<file path="config.mk">
export PLATFORM = sky130hd
export DESIGN_NAME = pipe_hazard_ctrl
export DESIGN_NICKNAME = d
export VERILOG_FILES = /design/src/rtl/pipe_ctrl_pkg.sv /design/src/rtl/load_use_detect.sv /design/src/rtl/pipe_hazard_ctrl.sv
export SDC_FILE = /design/constraint.sdc
export NUM_CORES = 1
export LEC_CHECK = 0
export ABC_AREA = 1
export CAP_MARGIN = 20
export CORE_MARGIN = 2
export CORE_UTILIZATION = 43
export DETAILED_ROUTE_END_ITERATION = 12
export GPL_TIMING_DRIVEN = 0
export HOLD_SLACK_MARGIN = 0.08
export PLACE_DENSITY = 0.83
export REMOVE_ABC_BUFFERS = 1
export SYNTH_ARGS = -nofsm -noshare
export SYNTH_HDL_FRONTEND = slang
export SYNTH_HIERARCHICAL = 1
export SYNTH_SLANG_ARGS = --single-unit
</file>
<file path="constraint.sdc">
create_clock -name clk_i -period 2.8 [get_ports clk_i]
set_clock_uncertainty 0.15 [all_clocks]
set_input_delay 0.84 -clock clk_i [delete_from_list [all_inputs] [get_ports clk_i]]
set_output_delay 0.84 -clock clk_i [all_outputs]
set_load 0.02 [all_outputs]
</file>
<file path="src/rtl/pipe_ctrl_pkg.sv">
// Shared types and constants for the pipeline hazard/stall control logic.
package pipe_ctrl_pkg;

    localparam int unsigned REG_ADDR_W  = 5;
    localparam int unsigned MDU_LAT_MAX = 16;
    // Wide enough to hold MDU_LAT_MAX-2.
    localparam int unsigned CNT_W       = $clog2(MDU_LAT_MAX);

    typedef enum logic [1:0] {
        RUN,
        MDU_WAIT,
        REDIRECT
    } pipe_state_e;

endpackage

</file>
<file path="src/rtl/load_use_detect.sv">
// Combinational load-use comparator: flags an ID instruction that reads the
// destination of a load currently in EX. x0 never creates a dependency.
module load_use_detect
    import pipe_ctrl_pkg::*;
(
    input  logic [REG_ADDR_W-1:0] id_rs1_i,
    input  logic [REG_ADDR_W-1:0] id_rs2_i,
    input  logic                  id_rs1_used_i,
    input  logic                  id_rs2_used_i,
    input  logic                  ex_mem_read_i,
    input  logic [REG_ADDR_W-1:0] ex_rd_i,
    output logic                  load_use_o
);

    logic rs1_hit;
    logic rs2_hit;

    // Source match per operand, qualified by whether the operand is read.
    always_comb begin
        rs1_hit    = id_rs1_used_i && (id_rs1_i == ex_rd_i);
        rs2_hit    = id_rs2_used_i && (id_rs2_i == ex_rd_i);
        load_use_o = ex_mem_read_i && (ex_rd_i != '0) && (rs1_hit || rs2_hit);
    end

endmodule

</file>
<file path="src/rtl/pipe_hazard_ctrl.sv">
// Hazard and stall sequencer for the 5-stage pipeline: load-use stalls,
// multi-cycle MDU occupancy of EX and the two-cycle fetch flush on redirect.
// Optional build macro PIPE_PERF_CNT_EN adds stall/flush cycle counters.
module pipe_hazard_ctrl
    import pipe_ctrl_pkg::*;
#(
    parameter int unsigned MDU_LAT = 4
) (
    input  logic                  clk_i,
    input  logic                  rst_i,
    input  logic [REG_ADDR_W-1:0] id_rs1_i,
    input  logic [REG_ADDR_W-1:0] id_rs2_i,
    input  logic                  id_rs1_used_i,
    input  logic                  id_rs2_used_i,
    input  logic                  ex_mem_read_i,
    input  logic [REG_ADDR_W-1:0] ex_rd_i,
    input  logic                  ex_mdu_i,
    input  logic                  ex_redirect_i,
    output logic                  pc_write_o,
    output logic                  if_id_write_o,
    output logic                  if_id_flush_o,
    output logic                  id_ex_bubble_o,
    output logic                  ex_hold_o
`ifdef PIPE_PERF_CNT_EN
    ,
    output logic [31:0]           stall_cycles_o,
    output logic [31:0]           flush_cycles_o
`endif
);

    // A single-cycle MDU never stalls, so ex_mdu is ignored in that case.
    localparam bit              MduEn   = (MDU_LAT >= 2);
    localparam logic [CNT_W-1:0] MduLoad = MduEn ? CNT_W'(MDU_LAT - 2) : '0;

    pipe_state_e      state_q, state_d;
    logic [CNT_W-1:0] cnt_q, cnt_d;
    logic             load_use;

    load_use_detect u_load_use_detect (
        .id_rs1_i      (id_rs1_i),
        .id_rs2_i      (id_rs2_i),
        .id_rs1_used_i (id_rs1_used_i),
        .id_rs2_used_i (id_rs2_used_i),
        .ex_mem_read_i (ex_mem_read_i),
        .ex_rd_i       (ex_rd_i),
        .load_use_o    (load_use)
    );

    // Next-state and pipeline control outputs; reset forces a flush/bubble.
    always_comb begin
        state_d        = state_q;
        cnt_d          = cnt_q;
        pc_write_o     = 1'b0;
        if_id_write_o  = 1'b0;
        if_id_flush_o  = 1'b0;
        id_ex_bubble_o = 1'b0;
        ex_hold_o      = 1'b0;
        if (rst_i) begin
            if_id_flush_o  = 1'b1;
            id_ex_bubble_o = 1'b1;
        end else begin
            unique case (state_q)
                RUN: begin
                    if (ex_redirect_i) begin
                        pc_write_o     = 1'b1;
                        if_id_flush_o  = 1'b1;
                        id_ex_bubble_o = 1'b1;
                        state_d        = REDIRECT;
                    end else if (ex_mdu_i && MduEn) begin
                        ex_hold_o = 1'b1;
                        cnt_d     = MduLoad;
                        state_d   = MDU_WAIT;
                    end else if (load_use) begin
                        id_ex_bubble_o = 1'b1;
                    end else begin
                        pc_write_o    = 1'b1;
                        if_id_write_o = 1'b1;
                    end
                end
                MDU_WAIT: begin
                    if (cnt_q != '0) begin
                        ex_hold_o = 1'b1;
                        cnt_d     = cnt_q - CNT_W'(1);
                    end else begin
                        // Last MDU cycle: let the pipeline advance.
                        pc_write_o    = 1'b1;
                        if_id_write_o = 1'b1;
                        state_d       = RUN;
                    end
                end
                REDIRECT: begin
                    // Discard the wrong-path word from the synchronous imem.
                    pc_write_o    = 1'b1;
                    if_id_flush_o = 1'b1;
                    state_d       = ex_redirect_i ? REDIRECT : RUN;
                end
                default: begin
                    state_d = RUN;
                    cnt_d   = '0;
                end
            endcase
        end
    end

    // State and MDU occupancy counter.
    always_ff @(posedge clk_i or posedge rst_i) begin
        if (rst_i) begin
            state_q <= RUN;
            cnt_q   <= '0;
        end else begin
            state_q <= state_d;
            cnt_q   <= cnt_d;
        end
    end

`ifdef PIPE_PERF_CNT_EN
    logic [31:0] stall_q, flush_q;

    // Free-running, wrapping performance counters.
    always_ff @(posedge clk_i or posedge rst_i) begin
        if (rst_i) begin
            stall_q <= '0;
            flush_q <= '0;
        end else begin
            if (!pc_write_o) begin
                stall_q <= stall_q + 32'd1;
            end
            if (if_id_flush_o) begin
                flush_q <= flush_q + 32'd1;
            end
        end
    end

    assign stall_cycles_o = stall_q;
    assign flush_cycles_o = flush_q;
`endif

endmodule

</file>
==> impl_summary.md, run 1 <==
Place
In this run, placement finished with an instance count of 174. The last weighted congestion value of the routability-driven placer is 0.809. The number of input and output port buffers inserted is 26. Detailed placement finished with a half-perimeter wire length of 1530 µm.

Logic synthesis
The share of synthesized area in the top cell type comes to 0.283. Synthesis produced 132 cells. After synthesis the netlist holds a flip-flop and latch count of 6. The distinct cell type count of the synthesized netlist is 14. The Yosys step of the flow raised 6 warnings. The synthesized cell area is 702 µm². The fraction of the yosys area taken by sequential cells is 0.214. The average size of a mapped cell is 5.32 µm². The largest total area in the synthesized netlist belongs to sky130_fd_sc_hd__nand2_1. Sorting the synthesized cells by area gives the leading types as sky130_fd_sc_hd__nand2_1 28%, sky130_fd_sc_hd__dfrtp_1 21%, sky130_fd_sc_hd__inv_1 12%, sky130_fd_sc_hd__nor2_1 9.1%, sky130_fd_sc_hd__nand3_1 5.7%.

Timing
The final-layout setup total negative slack is -0.207 ns. Setup repair after global routing could not meet its margin everywhere. The time the worst path needs with I/O delays and setup is 2.91 ns.

Hold timing on the final database bottoms out at a slack of 0.334 ns. The final hold violation count is 0. The final period utilization is 1.04. Across all setup checks in the final design, the least slack found is -0.110 ns. The total setup violations reported at the end of the flow is 3. Based on the critical path, the design can be clocked at up to 344 MHz. The number of pins with negative max-slew slack in the final report was 0. The worst pin sits at a relative slew slack of 0.845. The pin slew with the least headroom to its limit is 0.232 ns.

Global route
The first global-routing pass estimated 3230 µm of wire. The largest net degree at the start of global routing is 12. The overflow left after global routing is 0. The number of global-route vias before repair is 834. The total routing resource utilization after global routing is 0.215. The number of antenna violations at the first check in global routing is 0.

Clock tree
The total number of H-tree levels is 1. The TritonCTS clock tree is built. The CTS sink count is 6. The cell sitting at the root of the clock tree is a sky130_fd_sc_hd__clkbuf_4. The number of CTS-inserted buffers is 3. After clock tree synthesis, the flow added hold-fix buffers numbering 0. The clock reaches the later pin of the worst-skew pair after 0.25 ns. The clock input transition at the sequential cells of the worst setup and hold paths is 0.04 ns. The largest buffer count on any clock path is 2.

Critical path
The largest driver fanout on the critical path is 2. In this design, the largest share of critical-path delay is due to buffers and inverters. At the worst endpoint, the arrival time is 1.92 ns. The number of buffer and inverter instances along the worst setup path is 3. The critical path required time is 1.81 ns. The largest individual stage delay along the critical path comes from the cell sky130_fd_sc_hd__a21oi_2. The critical path class is in2out. The signal on the critical path passes through buf_8, nand2_1, nand2_2, nor2_2, nand3_1, a21oi_2, buf_4, a21oi_2, o21ai_1, buf_4. The startpoint type of the worst setup path is a primary input.

The worst setup path is captured at a primary output. For this run, the slowest stage of the critical path takes 0.19 ns.

Routing
The vias per cell is 4.94. The highest routed metal layer is met4. The routed design has 1890 µm of wire.

The detailed router placed 880 vias in this run. The total routed wire length on the met1 layer is 813 µm. The first-pass iteration count of the detailed router is 4. The length of routed met2 wiring is 991 µm. The count of antenna-violating nets left after detailed routing is 0. In the routed design, unresolved DRC markers number 0.

The met3 layer wire length in the routed design is 73 µm. Dividing the detail-routed wire length by the instance count gives 10.6 µm. For this block, the initial DRC count from the detailed router was 18.

Pwr
The total leakage power is 0.000610 µW. For this design the ratio of total power to cell area is 486 nW/µm². Across the VDD grid, the largest voltage drop is 0.318 mV. After layout, the design draws a total of 507 µW.

Final layout
The share of final-layout standard cells stronger than drive strength 1 is 0.364. The utilization after layout is 0.685. The most common library cell in the layout ignoring fill and taps is sky130_fd_sc_hd__nand2_1. Leaving out fill and tap cells, the most frequent cells in the layout are 43 x sky130_fd_sc_hd__nand2_1, 17 x sky130_fd_sc_hd__inv_1, 14 x sky130_fd_sc_hd__nand2_2, 13 x sky130_fd_sc_hd__nor2_1, 9 x sky130_fd_sc_hd__buf_6. The repair_antennas step left the layout with diodes totalling 0. The finished layout holds 178 standard cells, fillers aside. The filler cell count in the final layout is 144. The net count of the finished layout is 188. The synthesis-to-finish area growth is 48.7%.

Floorplan
The initial utilization of the core area, before any placement, comes to 0.461. The area of the core is 1520 µm². The height of the die is 44.4 µm. The die extent in x is 44.4 µm. The number of cell rows is 14. The I/O pin count is 27.

The die covers 1970 µm².

Job
The tool flagged a number of max-cap violations equal to 0.

Outcome
The final reports fail on negative setup slack. The run finished, with violations left.

Hold path
The tightest min-delay check is of the reg2reg type.
==> stage by stage <==
step	instance area (µm²)	setup slack, ns
finish	1040	-0.110
CTS	983	-0.0827
global route	1040	-0.175
global placement	982	-1.00
detailed placement	982	-1.03
floorplan	702	-0.0522
==> cells in the mapped netlist <==
cell                      instances
sky130_fd_sc_hd__inv_1           23
sky130_fd_sc_hd__nand3_4          1
sky130_fd_sc_hd__o21a_1           1
sky130_fd_sc_hd__o21ai_0          3
sky130_fd_sc_hd__dfrtp_1          6
sky130_fd_sc_hd__inv_2            3
sky130_fd_sc_hd__nand4_1          3
sky130_fd_sc_hd__ha_1             2
sky130_fd_sc_hd__nor2_1          17
sky130_fd_sc_hd__nor2_2           1
sky130_fd_sc_hd__nand2_2          5
sky130_fd_sc_hd__nand2_1         53
sky130_fd_sc_hd__nand3_1          8
sky130_fd_sc_hd__a21oi_1          6
==> worst reg2reg max path: cells and delay by family (launching register included) <==
kind                       cells  cell delay [ns]
and+or+nand+nor                5             0.41
DFF                            1             0.37
adders and majority gates      1             0.24
buffers and inverters          1             0.14
==> final timing paths <==
kind | from | cells after the start | slack [ns] | end
worst min-delay path | cnt_q[0] | 2 | 0.33 | cnt_q[0]
min in group asynchronous | rst_i | 2 | 0.39 | cnt_q[1]
worst max register to register | cnt_q[0] | 7 | 1.38 | state_q[0]
worst max-delay path | ex_rd_i[3] | 10 | -0.11 | id_ex_bubble_o
max in group asynchronous | rst_i | 2 | 1.98 | cnt_q[0]
worst min register to register | cnt_q[0] | 2 | 0.33 | cnt_q[0]
==> metal layers <==
layer / up-vias / track usage
li1: 466 / -
met1: 389 / 0.252
met2: 22 / 0.418
met3: 3 / 0.0367
met4: 0 / 0.0182
met5: - / 0
==> timing repair <==
action,CTS,global route
endpoints found under the hold margin,0,0
buffers inserted,0,1
pin swaps,25,20
endpoints found under the setup margin,5,4
gates resized for setup,113,24
==> registers in the layout (all words and copies together), names as in the netlist <==
signal and cells:
cnt_q 4, state_q 2
==> cell type report <==
cell class,instances,area (µm²),share of cell area
Timing Repair Buffer,27,239,0.229
Tap cell,16,20.0,0.0192
Sequential cell,6,150,0.144
Multi-Input combinational cell,100,502,0.481
Inverter,26,110,0.106
Clock buffer,3,22.5,0.0216
==> cells by family (layout without fill, tap and decap cells) <==
kind of cell / Yosys count / after routing / synth area share
and+or+nand+nor: 88 / 88 / 0.537
buffers and inverters: 26 / 56 / 0.139
AOI/OAI and AO/OA: 10 / 10 / 0.0749
DFF: 6 / 6 / 0.214
adders and majority gates: 2 / 2 / 0.0356
==> power by group <==
| group | internal (µW) | switching, µW |
|---|---|---|
| sequential | 111 | 28.0 |
| clock | 48.5 | 31.9 |
| combinational | 117 | 170 |
Note: power is estimated with default switching activity, not from simulation.
==> run 2, diff against run 1 <==
--- a/config.mk
+++ b/config.mk
@@ -18,3 +18,4 @@
 export SYNTH_HDL_FRONTEND = slang
 export SYNTH_HIERARCHICAL = 1
 export SYNTH_SLANG_ARGS = --single-unit
+export TNS_END_PERCENT = 1
==> run 2 against run 1 <==
Net effect:
- design area shrank 4.7%
- flip-flop and latch count unchanged
- the flow still finishes with violations (negative setup slack)
- critical path depth up 1
- highest routed layer unchanged
- critical endpoint is now pc_write_o
- clock power is 2% lower
- global-route usage is the same
==> impl_summary.md, run 2 (synthesis results as in run 1) <==
Global route
The number of antenna violations at the first check in global routing is 0 (unchanged). The number of global-route vias before repair came to 838 (was 834). The total routing resource utilization after global routing is 0.215 (unchanged). The first-pass GRT wire length is 3220 µm (was 3230 µm). The largest net degree at the start of global routing is 12 (unchanged). The overflow left after global routing is 0 (unchanged).

Routing
The first-iteration detailed-routing DRC count is 21 (was 18). The vias per cell came to 5.03 (was 4.94). The DRC violation count after routing is 0 (unchanged). The first-pass iteration count of the detailed router was 4 (unchanged). The per-cell routed wire length is 10.5 µm (was 10.6 µm). The routed via count is 891 (was 880). The count of antenna-violating nets left after detailed routing is 0 (unchanged). The total wire length after detailed routing came to 1860 µm (was 1890 µm).

Pwr
The total leakage power is 0.000591 µW (was 0.000610 µW). The power per unit of standard cell area is 501 nW/µm² (was 486 nW/µm²). The maximum VDD drop is 0.316 mV (was 0.318 mV).

Final layout
The share of final-layout standard cells stronger than drive strength 1 was 0.329 (was 0.364). The net count of the finished layout is 187 (was 188). The diode insertion count for antenna repair is 0 (unchanged). The synthesis-to-finish area growth is 41.7% (was 48.7%).

Top Registers: cnt_q (4), state_q (2) (unchanged). Most frequent cells in the layout: 48 x sky130_fd_sc_hd__nand2_1, 16 x sky130_fd_sc_hd__inv_1, 12 x sky130_fd_sc_hd__nor2_1, 9 x sky130_fd_sc_hd__nand2_2 (was 43 x sky130_fd_sc_hd__nand2_1, 17 x sky130_fd_sc_hd__inv_1, 14 x sky130_fd_sc_hd__nand2_2, 13 x sky130_fd_sc_hd__nor2_1, 9 x sky130_fd_sc_hd__buf_6). The most common library cell in the layout ignoring fill and taps is sky130_fd_sc_hd__nand2_1 (unchanged). The number of flip-flops in the largest register is 4 (unchanged). The largest register by flop count was cnt_q (unchanged). The utilization after layout was 0.653 (was 0.685).

Floorplan
The area of the core came to 1520 µm² (unchanged). The number of cell rows came to 14 (unchanged). The height of the die is 44.4 µm (unchanged). The effective utilization at floorplan is 0.461 (unchanged). The die extent in x was 44.4 µm (unchanged). The I/O pin count is 27 (unchanged). The die area is 1970 µm² (unchanged).

Timing
The pin slew with the least headroom to its limit is 0.230 ns (was 0.232 ns). The time the worst path needs with I/O delays and setup is 2.88 ns (was 2.91 ns). The total setup violations reported at the end of the flow was 4 (was 3). The post-route worst setup slack is -0.0833 ns (was -0.110 ns).

The number of pins with negative max-slew slack in the final report is 0 (unchanged). The final hold violation count was 0 (unchanged). Unrepaired setup endpoints after global routing: true (unchanged).

The worst slew slack as a fraction of its limit was 0.846 (was 0.845). The final period utilization is 1.03 (was 1.04). The final-layout setup total negative slack is -0.152 ns (was -0.207 ns). The top achievable clock speed is 347 MHz (was 344 MHz).

Place
The HPWL after detailed placement is 1530 µm (unchanged). The number of input and output port buffers inserted came to 26 (unchanged). The last weighted congestion value of the routability-driven placer came to 0.809 (unchanged).

Critical path
The startpoint type of the worst setup path is a primary input (unchanged). The number of buffer and inverter instances along the worst setup path came to 3 (unchanged). The top cell family by delay on the critical path is compound AO/OA/AOI/OAI gates (was buffers and inverters). The stage delay of the slowest cell on the critical path came to 0.18 ns (was 0.19 ns). The critical path class is in2out (unchanged). The most frequent cell on the critical path is sky130_fd_sc_hd__nand2_2.

The critical path required time is 1.81 ns (about the same). Crit path cell chain: buf_6, inv_4, nand2_2, nand2_2, nor2_2, nand3_1, a21oi_2, nor2_1, o21ai_1, a21oi_1, buf_4 (was buf_8, nand2_1, nand2_2, nor2_2, nand3_1, a21oi_2, buf_4, a21oi_2, o21ai_1, buf_4). The largest driver fanout on the critical path was 3 (was 2). The data arrival time of the worst path was 1.89 ns (was 1.92 ns). The nature of the critical path endpoint is a primary output (unchanged). The cell with the biggest individual delay on the critical path is sky130_fd_sc_hd__a21oi_2 (unchanged).

Clock tree
The count of hold buffers inserted by post-cts repair is 0 (unchanged). The insertion delay of the later-clocked pin in the worst-skew pair is 0.24 ns (was 0.25 ns). The clock root buffer master was sky130_fd_sc_hd__clkbuf_4 (unchanged). The number of CTS-inserted buffers is 3 (unchanged).

The total number of H-tree levels came to 1 (unchanged). The TritonCTS clock tree was built (unchanged). The CTS sink count is 6 (unchanged).

The clock input transition at the sequential cells of the worst setup and hold paths was 0.04 ns (about the same). The largest buffer count on any clock path was 2 (unchanged).

Job
The max-capacitance violation count is 0 (unchanged).

Outcome
Status: finished, violations left (unchanged). Violations in the final reports: negative setup slack (unchanged).

Hold path
The type of the most critical hold path is reg2reg (unchanged).
[run 2: cell types whose count changed in the layout (fill, tap and decap cells not counted), sizes merged]
cell / before / now
buf: 20 / 18
clkbuf: 6 / 5
clkdlybuf4s15: 1 / 2
dlygate4sd2: 3 / 4
[run 2: final timing paths]
check                              to  cells after the start  slack [ns]  startpoint
setup / recovery           pc_write_o                     11       -0.08  ex_rd_i[1]
hold / removal               cnt_q[0]                      2        0.34    cnt_q[0]
setup reg to reg           state_q[0]                      7        1.37    cnt_q[0]
hold reg to reg              cnt_q[0]                      2        0.34    cnt_q[0]
max in group asynchronous    cnt_q[0]                      2        1.73       rst_i
min in group asynchronous    cnt_q[1]                      2        0.59       rst_i
[run 2: area by class of cell]
type	count	area, µm²
fillers	151	529
multi-input cells	100	493
clock buffers	3	22.5
well taps	16	20.0
repair buffers	26	204
inverters	26	105
flip-flops and latches	6	150
[run 2: power by group]
group	switching, µW	total (µW)	internal, µW
Clock	30.6	79.1	48.4
Combinational	168	280	112
Sequential	27.9	139	111
Total	227	498	271
[run 2: timing repair]
action                     4_1_cts  5_1_grt
buffers inserted                 0        0
gates resized for setup         98       27
pin swaps                       23       20
setup endpoints to repair        5        4
[run 2: metal layers]
metal,part of all wire,up-vias,track usage
met2,0.53,24,0.426
met5,0,-,0
met1,0.43,405,0.244
met4,0.0038,0,0.0182
met3,0.037,2,0.0367
li1,-,460,-
[run 2: metrics by stage]
| step | power, µW | hold WS [ns] | area (µm²) | instances | setup WS [ns] |
|---|---|---|---|---|---|
| final | 498 | 0.337 | 995 | 177 | -0.0833 |
| after global routing | 543 | 0.389 | 995 | 177 | -0.206 |
| after CTS | 490 | 0.338 | 946 | 177 | -0.124 |
| after detailed placement | 421 | 0.328 | 982 | 174 | -1.03 |
| after global placement | 407 | 0.305 | 982 | 174 | -1.00 |
| after floorplan | 325 | 0.292 | 702 | 132 | -0.0522 |
[run 2: worst reg2reg max path: cells and delay by family, from the launching register on]
family	cells	cell delay, ns
adder cells (fa/ha/maj)	1	0.24
buffers and inverters	1	0.14
flip-flops	1	0.37
AND/OR/NAND/NOR	5	0.41
